<file path="config.mk">
export PLATFORM = sky130hd
export DESIGN_NAME = if_id_redirect
export DESIGN_NICKNAME = d
export VERILOG_FILES = /design/src/rtl/if_id_redirect_pkg.sv /design/src/rtl/if_id_redirect_br_queue.sv /design/src/rtl/if_id_redirect.sv
export SDC_FILE = /design/constraint.sdc
export NUM_CORES = 1
export LEC_CHECK = 0
export CAP_MARGIN = 20
export CORE_UTILIZATION = 57
export CTS_BUF_LIST = sky130_fd_sc_hd__clkbuf_4
export DETAILED_ROUTE_END_ITERATION = 10
export PLACE_DENSITY = 0.95
export SETUP_SLACK_MARGIN = 0.05
export SLEW_MARGIN = 20
export SYNTH_ARGS = -nofsm -noshare
export SYNTH_HDL_FRONTEND = slang
export SYNTH_SLANG_ARGS = --single-unit
</file>
<file path="constraint.sdc">
create_clock -name clk -period 4 [get_ports clk]
set_input_delay 0.4 -clock clk [delete_from_list [all_inputs] [get_ports clk]]
set_output_delay 0.4 -clock clk [all_outputs]
set_load 0.01 [all_outputs]
</file>
<file path="src/rtl/if_id_redirect_pkg.sv">
// Shared definitions for the IF/ID redirect slice: PC/instruction widths, branch opcode, BQ entry layout.
// BQ entry packs {pc, take}: take occupies bit 0 and pc sits above it.
`ifndef PC_SIZE
`define PC_SIZE 32
`endif
`ifndef INSTR_SIZE
`define INSTR_SIZE 32
`endif
`ifndef INSTR_NOP
`define INSTR_NOP 32'h0000_0013
`endif

package if_id_redirect_pkg;
    localparam int         PC_SIZE_P    = `PC_SIZE;
    localparam int         INSTR_SIZE_P = `INSTR_SIZE;
    localparam int         BQ_TAKE_BIT  = 0;
    localparam logic [6:0] OPC_BRANCH   = 7'b1100011;

    function automatic logic is_branch(input logic [6:0] opc);
        return (opc == OPC_BRANCH);
    endfunction
endpackage

</file>
<file path="src/rtl/if_id_redirect_br_queue.sv">
// Circular FIFO holding unresolved predicted branches; clear wins over push and pop.
module br_queue #(
    parameter int DEPTH = 4,
    parameter int W     = 33,
    localparam int AW   = $clog2(DEPTH),
    localparam int CW   = AW + 1
) (
    input  logic         clk,
    input  logic         rst_n,
    input  logic         push,
    input  logic         pop,
    input  logic         clear,
    input  logic [W-1:0] din,
    output logic [W-1:0] dout,
    output logic         full,
    output logic         empty
);
    logic [W-1:0]  mem_r [DEPTH];
    logic [AW-1:0] rd_r;
    logic [AW-1:0] wr_r;
    logic [CW-1:0] cnt_r;

    assign dout  = mem_r[rd_r];
    assign full  = (cnt_r == CW'(DEPTH));
    assign empty = (cnt_r == {CW{1'b0}});

    // Pointer and occupancy bookkeeping; pointers wrap naturally at DEPTH.
    always_ff @(posedge clk or negedge rst_n) begin
        if (!rst_n) begin
            rd_r  <= {AW{1'b0}};
            wr_r  <= {AW{1'b0}};
            cnt_r <= {CW{1'b0}};
        end else if (clear) begin
            rd_r  <= {AW{1'b0}};
            wr_r  <= {AW{1'b0}};
            cnt_r <= {CW{1'b0}};
        end else begin
            if (push) wr_r <= wr_r + AW'(1);
            if (pop)  rd_r <= rd_r + AW'(1);
            case ({push, pop})
                2'b10:   cnt_r <= cnt_r + CW'(1);
                2'b01:   cnt_r <= cnt_r - CW'(1);
                default: cnt_r <= cnt_r;
            endcase
        end
    end

    // Entry storage.
    always_ff @(posedge clk or negedge rst_n) begin
        if (!rst_n) begin
            for (int i = 0; i < DEPTH; i++) mem_r[i] <= {W{1'b0}};
        end else if (push && !clear) begin
            mem_r[wr_r] <= din;
        end
    end
endmodule

</file>
<file path="src/rtl/if_id_redirect.sv">
// IF/ID pipeline register plus in-order branch queue with mispredict redirect to fetch.
// Optional BR_STAT_EN adds saturating resolve/mispredict counters (stat_br, stat_mis).
module if_id_redirect
    import if_id_redirect_pkg::*;
#(
    parameter int PC_W     = PC_SIZE_P,
    parameter int INSTR_W  = INSTR_SIZE_P,
    parameter int BQ_DEPTH = 4
) (
    input  logic               clk,
    input  logic               pc_rst_n,
    input  logic               if_valid,
    input  logic [PC_W-1:0]    if_pc,
    input  logic [INSTR_W-1:0] if_instr,
    input  logic               if_take,
    output logic               if_ready,
    output logic               id_valid,
    output logic [PC_W-1:0]    id_pc,
    output logic [INSTR_W-1:0] id_instr,
    output logic               id_take,
    input  logic               id_ready,
    input  logic               id_jalr,
    input  logic               ex_br_valid,
    input  logic               ex_br_taken,
    input  logic [PC_W-1:0]    ex_br_imm,
    output logic               predict_fail,
    output logic [PC_W-1:0]    bxx_fail_pc,
    output logic [PC_W-1:0]    bxx_fail_imm,
    output logic               bq_err
`ifdef BR_STAT_EN
    ,
    output logic [31:0]        stat_br,
    output logic [31:0]        stat_mis
`endif
);
    logic          bq_full_s;
    logic          bq_empty_s;
    logic [PC_W:0] bq_head_s;
    logic          accept_s;
    logic          load_s;
    logic          push_s;
    logic          pop_s;
    logic          mis_s;

    // Full check ignores a same-cycle pop so if_ready never depends on EX.
    assign if_ready = (!id_valid || id_ready) && !bq_full_s;

    // Handshake decode: a word arriving while fetch is being redirected is discarded.
    always_comb begin
        accept_s = if_valid && if_ready;
        load_s   = accept_s && !id_jalr && !predict_fail;
        pop_s    = ex_br_valid && !bq_empty_s;
        mis_s    = pop_s && (ex_br_taken ^ bq_head_s[BQ_TAKE_BIT]);
        push_s   = load_s && is_branch(if_instr[6:0]) && !mis_s;
    end

    br_queue #(
        .DEPTH (BQ_DEPTH),
        .W     (PC_W + 1)
    ) u_bq (
        .clk   (clk),
        .rst_n (pc_rst_n),
        .push  (push_s),
        .pop   (pop_s),
        .clear (mis_s),
        .din   ({if_pc, if_take}),
        .dout  (bq_head_s),
        .full  (bq_full_s),
        .empty (bq_empty_s)
    );

    // IF/ID register: flush beats load, load beats hand-off.
    always_ff @(posedge clk or negedge pc_rst_n) begin
        if (!pc_rst_n) begin
            id_valid <= 1'b0;
            id_pc    <= {PC_W{1'b0}};
            id_instr <= {INSTR_W{1'b0}};
            id_take  <= 1'b0;
        end else if (mis_s) begin
            id_valid <= 1'b0;
        end else if (load_s) begin
            id_valid <= 1'b1;
            id_pc    <= if_pc;
            id_instr <= if_instr;
            id_take  <= if_take;
        end else if (id_ready) begin
            id_valid <= 1'b0;
        end
    end

    // Redirect outputs: one-cycle pulse, fail PC/imm held until the next mispredict.
    always_ff @(posedge clk or negedge pc_rst_n) begin
        if (!pc_rst_n) begin
            predict_fail <= 1'b0;
            bxx_fail_pc  <= {PC_W{1'b0}};
            bxx_fail_imm <= {PC_W{1'b0}};
            bq_err       <= 1'b0;
        end else begin
            predict_fail <= mis_s;
            bq_err       <= bq_err || (ex_br_valid && bq_empty_s);
            if (mis_s) begin
                bxx_fail_pc  <= bq_head_s[PC_W:1];
                bxx_fail_imm <= ex_br_imm;
            end
        end
    end

`ifdef BR_STAT_EN
    // Saturating branch statistics.
    always_ff @(posedge clk or negedge pc_rst_n) begin
        if (!pc_rst_n) begin
            stat_br  <= 32'd0;
            stat_mis <= 32'd0;
        end else begin
            if (pop_s && (stat_br != 32'hFFFF_FFFF))  stat_br  <= stat_br + 32'd1;
            if (mis_s && (stat_mis != 32'hFFFF_FFFF)) stat_mis <= stat_mis + 32'd1;
        end
    end
`endif
endmodule

</file>
==> Word-level counts from Yosys, hierarchy flattened <==
Cells that the tools add are included.
{ "classes": {"magnitude_cmp": 3, "n_addsub": 4, "muxes": 15, "reduce_logical": 25, "bitwise_logic": 4, "n_eq_ne": 4} }
{ "ops": {"columns": ["operator", "count"], "rows": [
  ["bitwise mux 132 bit", 1],
  ["two-way mux 33 bit", 3],
  ["binary-select mux 33 bit (select 2 bit)", 1],
  ["demux 33 bit (select 2 bit)", 1],
  ["logical AND 1 bit", 11],
  ["two-way mux 2 bit", 4],
  ["== test 7 bit (second input constant)", 1],
  ["greater-or-equal comparator 3 bit (second input constant)", 2],
  ["logical NOT 1 bit", 6],
  ["NOT 2 -> 3 bit", 2],
  ["case mux 3 bit (2 select lines)", 1],
  ["nonzero test 3 bit", 2],
  ["adder 2 x 1 -> 2 bit (second input constant)", 2],
  ["nonzero test 2 bit", 2],
  ["adder 3 x 1 -> 3 bit (second input constant)", 1],
  ["== test 3 bit (second input constant)", 1],
  ["logical NOT 3 bit", 1],
  ["less-than comparator 3 x 1 -> 1 bit (second input constant)", 1],
  ["two-way mux 1 bit", 3],
  ["two-way mux 3 bit", 1],
  ["subtractor 3 x 1 -> 3 bit (second input constant)", 1],
  ["== test 2 x 1 -> 1 bit (second input constant)", 1],
  ["== test 2 bit (second input constant)", 1],
  ["logical OR 1 bit", 2],
  ["3 further kinds", 3]
]} }
{ "word_totals": {"out_inout_bits": 133, "word_cells": 70, "ff_bits": 271, "inputBits": 104} }

==> Logic depth before layout (Yosys ltp) <==
Gate-level depths: netlist of run 1.
{ "depth": {"word_depth": 11, "depth_mapped": 12, "depth_no_buf": 9} }

==> Modules after synthesis <==
Synthesis of run 1 repeated with hierarchy kept, for this count alone.
{ "hier_totals": {"cells_unflattened": 649, "area_unflattened_um2": 11501.0} }
{ "by_module_without_submodules": {"columns": ["mod", "area_per_inst_um2", "instances", "cells_each", "seq_area_each_um2"], "rows": [
  ["br_queue", 6532.5, 1, 361, 3478.3],
  ["if_id_redirect", 4968.5, 1, 288, 3303.2]
]} }

==> Worst setup path after synthesis of run 1 <==
Ideal clock, no wire load.
{ "synth_path": {"kind": "reg-to-reg", "from": "reg u_bq.rd_r[0]", "to": "reg u_bq.cnt_r[2]", "slack_ns": 1.309, "n_path_buf": 3, "path_stages_with_launch": 13, "setup_time_ns": 0.078, "arrival_time_ns": 2.613, "synth_period_minus_slack_ns": 2.691, "required_time_ns": 3.922, "path_cell_list": "dfrtp_1 buf_6 mux4_2 xor2_1 nand2_1 buf_6 clkbuf_1 a21oi_1 fa_1 nor2_1 o21ai_0 a21o_1 a21oi_1"} }
{ "synth_via": {"elab_chain_cells": 11, "elab_cells_between_ends": 13, "classes_between": "2 x eq/ne; 5 x mux; 2 x bitwise; 4 x reduce/logical"} }
{ "synth_rtl": {"columns": ["element", "line_no", "source"], "rows": [
  ["from (decl)", "if_id_redirect_br_queue.sv:19", "logic [AW-1:0] rd_r;"],
  ["from (signal assigned)", "if_id_redirect_br_queue.sv:30", "rd_r <= {AW{1'b0}};"],
  ["from (signal assigned)", "if_id_redirect_br_queue.sv:34", "rd_r <= {AW{1'b0}};"],
  ["from (signal assigned)", "if_id_redirect_br_queue.sv:39", "if (pop) rd_r <= rd_r + AW'(1);"],
  ["NOT 2 -> 3 bit (implied by the code) *", "if_id_redirect_br_queue.sv:23", "assign dout = mem_r[rd_r];"],
  ["binary-select mux 33 bit (select 2 bit) *", "if_id_redirect_br_queue.sv:23", null],
  ["two-way mux 33 bit (implied by the code) * (2 in series)", "if_id_redirect_br_queue.sv:23", null],
  ["XOR 1 bit *", "if_id_redirect.sv:53", "mis_s = pop_s && (ex_br_taken ^ bq_head_s[BQ_TAKE_BIT]);"],
  ["logical AND 1 bit *", "if_id_redirect.sv:53", null],
  ["logical NOT 1 bit", "if_id_redirect.sv:54", "push_s = load_s && is_branch(if_instr[6:0]) && !mis_s;"],
  ["logical AND 1 bit", "if_id_redirect.sv:54", null],
  ["== test 2 x 1 -> 1 bit or == test 2 bit (tied branches)", "if_id_redirect_br_queue.sv:40", "case ({push, pop})"],
  ["case mux 3 bit (2 select lines)", "if_id_redirect_br_queue.sv:40", null],
  ["two-way mux 3 bit", "if_id_redirect_br_queue.sv:33", "end else if (clear) begin"],
  ["to (signal assigned)", "if_id_redirect_br_queue.sv:32", "cnt_r <= {CW{1'b0}};"],
  ["to (signal assigned)", "if_id_redirect_br_queue.sv:41", "2'b10: cnt_r <= cnt_r + CW'(1);"],
  ["to (signal assigned)", "if_id_redirect_br_queue.sv:42", "2'b01: cnt_r <= cnt_r - CW'(1);"],
  ["to (decl)", "if_id_redirect_br_queue.sv:21", "logic [CW-1:0] cnt_r;"]
]} }
Mark *: on every way between the ends. The rest lies on a longest branch, timed or not. The select of a mux whose other input is x is not followed.
A chain may end at the register's enable or synchronous reset.

==> Final worst setup path of run 1 <==
{ "layout_path": {"from": "reg u_bq.mem_r[0] (netlist name)", "to": "reg u_bq.cnt_r[2]"} }
{ "layout_via": {"elab_chain_cells": 10, "elab_cells_between_ends": 12, "classes_between": "2 x eq/ne; 5 x mux; 1 x bitwise; 4 x reduce/logical"} }
{ "layout_rtl": {"columns": ["element", "line_no", "source"], "rows": [
  ["from (decl)", "if_id_redirect_br_queue.sv:18", "logic [W-1:0] mem_r [DEPTH];"],
  ["from (signal, indexed assignment)", "if_id_redirect_br_queue.sv:53", "mem_r[wr_r] <= din;"],
  ["binary-select mux 33 bit (select 2 bit) *", "if_id_redirect_br_queue.sv:23", null],
  ["two-way mux 33 bit (implied by the code) * (2 in series)", "if_id_redirect_br_queue.sv:23", null],
  ["XOR 1 bit *", "if_id_redirect.sv:53", null],
  ["logical AND 1 bit *", "if_id_redirect.sv:53", null],
  ["logical NOT 1 bit", "if_id_redirect.sv:54", null],
  ["logical AND 1 bit", "if_id_redirect.sv:54", null],
  ["== test 2 x 1 -> 1 bit or == test 2 bit (tied branches)", "if_id_redirect_br_queue.sv:40", null],
  ["case mux 3 bit (2 select lines)", "if_id_redirect_br_queue.sv:40", null],
  ["two-way mux 3 bit", "if_id_redirect_br_queue.sv:33", null]
]} }
Marked as above.

==> key figures, run 1 <==
Finish
  – P&R area growth vs syn: 29.7%
  – FF/Latch Area: roughly 6800 µm²
  – Filler cells: around 1,200
  – Final Non-Filler Cells: approximately 1,400
  – Footprint of the multi-input gates: around 4600 µm²
  – Share of layout cells above drive strength 1: about 32%
  – Final nets: 1,180

Worst setup path
  – Worst-path maximum fanout: 37
  – Req. time, crit path: approximately 4.6 ns
  – Type of the worst setup path: reg -> reg
  – Arrival @ worst endpoint: 3.90 ns
  – Startpoint Class: register
  – R2r worst-path depth: 11
  – Reg-to-reg setup timing slack: just under 0.7 ns
  – CP Capture Type: register

Timing
  – Final period utilization: a little over 80%
  – RSZ-0062 raised after global routing: false
  – Final setup TNS: 0 ns
  – Slew HR: about half
  – Worst Skew: 0.0658 ns
  – Max Clock Freq: ~300 MHz
  – Final Hold Viols: 0
  – Minimum clock period: between 3 and 4 ns
  – Setup Viol. Count Final: 0
  – Final count of pins violating max slew: 0
  – Worst slew pin tran: 0.740 ns

Synthesis
  – Most frequent cell after synthesis: dfrtp_1
  – Yosys warnings: 0
  – Post-Synthesis Cell Area: 11,600 µm²
  – Top cell type's share of synthesized area: between 50% and 60%
  – Post-Syn Area per Cell: about 15 µm²
  – Largest area contributor in the synthesized netlist: dfrtp_1
  – Commonest cells post-synth: dfrtp_1 (271), nand2_1 (201), mux2_4 (120)
  – Number of synthesized flops with an enable pin: 0
  – Seq/Total Area, Yosys: approximately 58%
  – Top cells by area, synth: dfrtp_1 (58%), mux2_4 (16%), mux2_2 (7.5%)
  – Distinct cells, synth: 35
  – Cell count after synthesis: between 700 and 800
  – Seq cells post-synth: 271
  – Post-synthesis net count: approximately 900
  – Synth Flop Type: dfrtp_1
  – Async set-reset flop share out of synthesis: between 90% and 100%

Global route
  – GR Layer Usage met3: under 10%
  – Largest net degree at the start of global routing: 99
  – M2 GR Usage: a little under half
  – Total gr overflow: 0
  – Overall routing resource usage: between 20% and 30%
  – First-pass GRT wire length: between 40 and 50 mm
  – Grt peak-use layer: met2
  – Met1 Track Usage GR: roughly 34%
  – Initial antenna violation count: 1
  – Vias in the first global route: around 8,300

Clock tree
  – CTS Buffer Depth: 3
  – CTS Root Cell: clkbuf_4
  – Post-cts sizing count: 0
  – # hold bufs at CTS: 1
  – CTS tree: done
  – CTS Sinks: approximately 270
  – CTS H-tree lvls: 3
  – Post-CTS setup buffers: 0
  – Total CTS buffers: 70
  – Clk pin slew, worst setup/hold paths: about 0.07 ns
  – Worst skew pair latency: between 0.6 and 0.7 ns

Power and ir drop
  – PwrDens: approximately 570 nW/µm²
  – Leakage Power: around 7.5 nW
  – Max rail drop VDD: 0.395 mV

Routing
  – Vias/cell: roughly 5.4
  – # DRC: 0
  – Initial DRT Pass Iterations: 5
  – DRT iter0 DRCs: about 350
  – Post-Route WL: roughly 26 mm
  – Via count: between 7,000 and 8,000
  – Drt wl/cell: around 19 µm
  – Antenna Violating Nets Remaining: 0

Placement
  – Cell count after placement: roughly 1,300
  – Hpwl dp: 16.6 mm
  – GPL Wtd Cong: 0.726
  – Port Buffer Count: 236

Floorplanning
  – Ports: 237
  – Initial Util: roughly three fifths
  – Die W: between 100 and 150 µm
  – Die area: 20,900 µm²
  – Die height: 145 µm
  – Core region area: roughly 20,000 µm²
  – Core Rows: just over 50

Hold path
  – Hold path depth: 3
  – Hold Path Class: in -> reg

Run status
  – Status: finished, final reports clean

Run
  – Max Cap Viol: 0
final cells by class:
| type | count | area share, % |
|---|---|---|
| Timing Repair Buffer | 249 | 16.8 |
| Sequential cell | 271 | 45.1 |
| Inverter | 3 | 0.0748 |
| Multi-Input combinational cell | 476 | 30.3 |
| Clock inverter | 23 | 0.831 |
| Clock buffer | 95 | 4.74 |
| Tap cell | 265 | 2.20 |
| Antenna cell | 1 | 0.0166 |
worst max-delay path, stage by stage, from the launching register on:
cell	delay (ns)
dfrtp_1	0.38
mux4_2	0.48
xor2_1	0.18
nand2_4	0.30
buf_4	0.35
buf_4	0.41
a21oi_1	0.14
fa_1	0.42
nor2_1	0.11
o21ai_0	0.13
a21o_1	0.18
a21oi_1	0.15
final timing paths:
kind	startpoint	to
worst min register to register	bq_err	bq_err
max in group asynchronous	pc_rst_n	u_bq.rd_r[0]
worst min-delay path	ex_br_imm[26]	bxx_fail_imm[26]
min in group asynchronous	pc_rst_n	bxx_fail_pc[1]
worst max-delay path	u_bq.mem_r[0]	u_bq.cnt_r[2]
worst max register to register	u_bq.mem_r[0]	u_bq.cnt_r[2]
flip-flops by register name, indices dropped and copies added, names as in the netlist:
signal	cells
bxx_fail_imm	32
id_take	1
u_bq.mem_r	132
id_valid	1
u_bq.rd_r	2
u_bq.cnt_r	3
predict_fail	1
bq_err	1
id_pc	32
u_bq.wr_r	2
bxx_fail_pc	32
id_instr	32
layout by cell type, fill, tap and decap left out, types with 2 or more instances in the layout:
cell / synthesis / routed
inv_2: 1 / 4
clkinv_1: 0 / 14
clkbuf_4: 0 / 95
ha_1: 4 / 4
mux2_4: 120 / 120
mux4_2: 33 / 33
nor2_1: 5 / 5
buf_12: 0 / 5
clkdlybuf4s50_1: 0 / 235
inv_1: 2 / 2
a21o_1: 2 / 2
xor2_1: 2 / 2
a21oi_1: 4 / 4
mux2_2: 77 / 77
buf_4: 0 / 7
dfrtp_1: 271 / 269
nand3_4: 4 / 4
o21ai_0: 2 / 2
nand3_1: 2 / 2
nand4_1: 3 / 3
xnor2_1: 3 / 3
nand2_1: 201 / 199
dfrtp_2: 0 / 2
nand2_4: 0 / 2
clkinv_2: 0 / 3
through the flow:
stage	total power, mW	worst slack [ns]	hold WS [ns]	utilization, %	area [µm²]
final	8.61	0.672	0.267	76.3	15100
after global placement	6.26	0.671	0.454	72.0	14200
after global routing	9.13	0.477	0.248	76.3	15100
after floorplan	4.84	1.31	0.104	-	11600
after CTS	8.72	0.667	0.210	76.3	15000
after detailed placement	6.38	0.537	0.456	72.0	14200
per-layer routing:
metal | routed length (µm) | up-vias
li1 | - | 3330
met1 | 10800 | 3775
met2 | 13200 | 298
met3 | 2010 | 33
met4 | 415 | 0
met5 | 0 | -
where the power goes:
group	switching [mW]	leakage, nW	internal (mW)
combinational	1.16	3.38	1.54
clock	1.13	0.502	1.17
sequential	0.319	3.58	3.30
total	2.61	7.46	6.01
cells by family (layout without fill, tap and decap cells):
| logic type | Yosys count | after routing | synth area share [%] |
|---|---|---|---|
| AOI/OAI and AO/OA | 10 | 10 | 0.517 |
| buffers and inverters | 45 | 370 | 2.47 |
| and+or+nand+nor | 225 | 225 | 8.13 |
| muxes | 231 | 231 | 29.5 |
| other | 0 | 1 | 0 |
| DFF | 271 | 271 | 58.4 |
| adders and majority gates | 5 | 5 | 0.604 |
| xor gates and xnor gates | 5 | 5 | 0.377 |
(Power assumes the default switching activity.)
==> inputs of run 2 (changes only) <==
CORE_UTILIZATION = 53   (was 57)
PLACE_DENSITY = 0.92   (was 0.95)
clock period = 3.4 ns   (was 4 ns; I/O delays follow)
==> run 2 against run 1 <==
  * First-iteration DRC count down 8.1%
  * Global-route usage down 2.3 points
  * Sequential share of layout area down 0.53 points
  * Count of clock-buffer cells in the layout up 12
  * Clock power up 28%
  * Wire length up 0.62%
  * Design area up 1.2%
  * Setup slack better by 0.070 ns
  * Clock skew down 0.038 ns
  * Utilization down 4.6 points
  * Fmax up 25%
  * Via count down 0.93%
  * Critical endpoint is now id_instr[16]
  * Largest cell class unchanged
==> key figures, run 2 (synthesis gave the netlist of run 1 again) <==
Global route
  – Largest net degree at the start of global routing: 106 (+7.1%)
  – Initial antenna violation count: 1 (unchanged)
  – First-pass GRT wire length: 42.7 mm (-0.82%)
  – Total gr overflow: 0 (unchanged)
  – Vias in the first global route: 8,123 (-2.1%)
  – Overall routing resource usage: 24.9% (-2.3 points)

Finish
  – Commonest cells after routing, fill and taps aside: dfrtp_1 (269), clkdlybuf4s50_1 (235), nand2_1 (199)
  – Reg with most FFs: u_bq.mem_r
  – Final nets: 1,189 (+0.76%)
  – Max FFs per register: 132 (unchanged)
  – P&R area growth vs syn: 31.2%
  – Share of layout cells above drive strength 1: 33.4% (+1.4 points)
  – Commonest non-fill, non-tap cell in the layout: dfrtp_1

Timing
  – Final Hold Viols: 0 (unchanged)
  – Final count of pins violating max slew: 0 (unchanged)
  – Slew HR: 46.6% (-4.1 points)
  – Max Clock Freq: 376 MHz (+25%)
  – RSZ-0062 raised after global routing: false
  – Minimum clock period: 2.66 ns (-0.670 ns)
  – Worst slew pin tran: 0.801 ns (+0.0615 ns)
  – Setup Viol. Count Final: 0 (unchanged)
  – Final period utilization: 78.2% (-5.0 points)
  – Worst Skew: 0.0281 ns (-0.0377 ns)
  – Final setup TNS: 0 ns (unchanged)

Worst setup path
  – Worst-path maximum fanout: 34 (-8.1%)
  – Bufs and invs on worst path: 1 (-1)
  – Req. time, crit path: 3.91 ns (-0.66 ns)
  – Arrival @ worst endpoint: 3.17 ns (-0.73 ns)
  – CP Cell Sequence: mux4_2 > xor2_1 > nand2_4 > nand2_4 > buf_12 > mux2_2
  – Slowest stage delay, CP: 0.50 ns (+0.02 ns)
  – CP Capture Type: register
  – Type of the worst setup path: reg -> reg
  – CP dominant cell by count: nand2_4
  – Startpoint Class: register
  – Slowest-stage cell, CP: mux4_2
  – Cell family with most CP delay: multiplexers

Routing
  – Post-Route WL: 26.5 mm (+0.62%)
  – Initial DRT Pass Iterations: 4 (-1)
  – Drt wl/cell: 18.9 µm (-0.75%)
  – Antenna Violating Nets Remaining: 0 (unchanged)
  – Via count: 7,367 (-0.93%)
  – # DRC: 0 (unchanged)
  – Vias/cell: 5.25 (-2.3%)
  – DRT iter0 DRCs: 319 (-8.1%)

Power and ir drop
  – Gate power share: 30.5% (-0.8 points)
  – Sw Share: 29.1% (-1.2 points)
  – Power, Total: 10.4 mW (+20%)
  – Max rail drop VDD: 0.425 mV (+7.5%)
  – Switching Power: 3.01 mW (+16%)
  – PwrDens: 680 nW/µm² (+19%)
  – Reg power frac: 41.1% (-1.0 points)
  – Clock power share: 28.4% (+1.7 points)
  – Power Internal: 7.35 mW (+22%)
  – Leakage Power: 7.56 nW (+1.3%)

Clock tree
  – Worst skew pair latency: 0.64 ns (-0.03 ns)
  – CTS Buffer Depth: 3 (unchanged)
  – CTS Sinks: 271 (unchanged)
  – Total CTS buffers: 71 (+1.4%)
  – CTS tree: done
  – Post-CTS setup buffers: 0 (unchanged)
  – Clk pin slew, worst setup/hold paths: 0.06 ns (about the same)
  – CTS Root Cell: clkbuf_4
  – CTS H-tree lvls: 3 (unchanged)

Floorplanning
  – Initial Util: 54.7% (-4.2 points)
  – Core Rows: 53 (+3.9%)
  – Ports: 237 (unchanged)
  – Die height: 150 µm (+3.7%)
  – Die area: 22,500 µm² (+7.4%)
  – Die W: 150 µm (+3.7%)
  – Core region area: 21,200 µm² (+7.6%)

Run
  – Max Cap Viol: 0 (unchanged)

Placement
  – Port Buffer Count: 236 (unchanged)
  – Hpwl dp: 17.0 mm (+2.7%)
  – GPL Wtd Cong: 0.761 (+4.7%)

Hold path
  – Hold Path Class: in -> reg

Run status
  – Status: finished, final reports clean
## run 2: cell count changes in the layout (fill, tap and decap cells not counted), moves of 2 or more
cell	change
buf_4	+7
bufinv_16	+2
clkbuf_4	+12
clkinv_1	-10
clkinv_2	-2
## run 2: metal layers
metal	vias up	GRT usage, %	share of wire (%)
li1	3334	-	-
met1	3724	31.0	41
met2	274	41.6	49
met3	35	7.44	7.8
met4	0	8.13	1.5
met5	-	0	0
## run 2: worst min-delay path: stages
cell             delay (ns)
clkdlybuf4s50_1        0.40
nand2_1                0.05
nand2_1                0.04
## run 2: area by class of cell
cell class	instances	area, µm²
sequential	271	6780
fill	1370	5990
multi-input combinational	476	4550
timing repair buffer	257	2600
clock buffer	107	803
tap	275	344
clock inverter	11	125
inverter	3	11.3
antenna	2	5.00
## run 2: path summary, 6_finish.rpt
kind,from,to,slack (ns),depth (start not counted)
worst max-delay path,u_bq.rd_r[0],id_instr[16],0.74,6
worst min-delay path,ex_br_imm[14],bxx_fail_imm[14],0.23,3
worst max register to register,u_bq.rd_r[0],id_instr[16],0.74,6
worst min register to register,bq_err,bq_err,0.46,1
max in group asynchronous,pc_rst_n,bxx_fail_imm[0],2.13,3
min in group asynchronous,pc_rst_n,bxx_fail_imm[22],0.33,2
## run 2: through the flow
stage,hold slack [ns],setup WS (ns),std cells,util [%],area [µm²]
floorplan,0.0444,0.709,792,-,11600
global placement,0.445,0.512,1281,67.3,14300
detailed placement,0.450,0.440,1281,67.3,14300
CTS,0.169,0.725,1400,71.7,15200
global route,0.201,0.538,1402,71.8,15200
finish,0.233,0.742,1402,71.8,15200
## run 2: timing repair
action                    CTS  global route
hold buffers                1             0
hold endpoints to repair  100             0
gates resized for setup     0             0
## run 2: power by group through the flow
stage | Clock (mW) | Sequential [mW] | Combinational, mW
6_report | 2.94 | 4.26 | 3.16
5_1_grt | 3.20 | 4.33 | 3.41
4_1_cts | 3.04 | 4.26 | 3.21
3_5_place_dp | 0 | 4.31 | 3.18
3_3_place_gp | 0 | 4.27 | 3.11
2_1_floorplan | 0 | 4.56 | 1.13
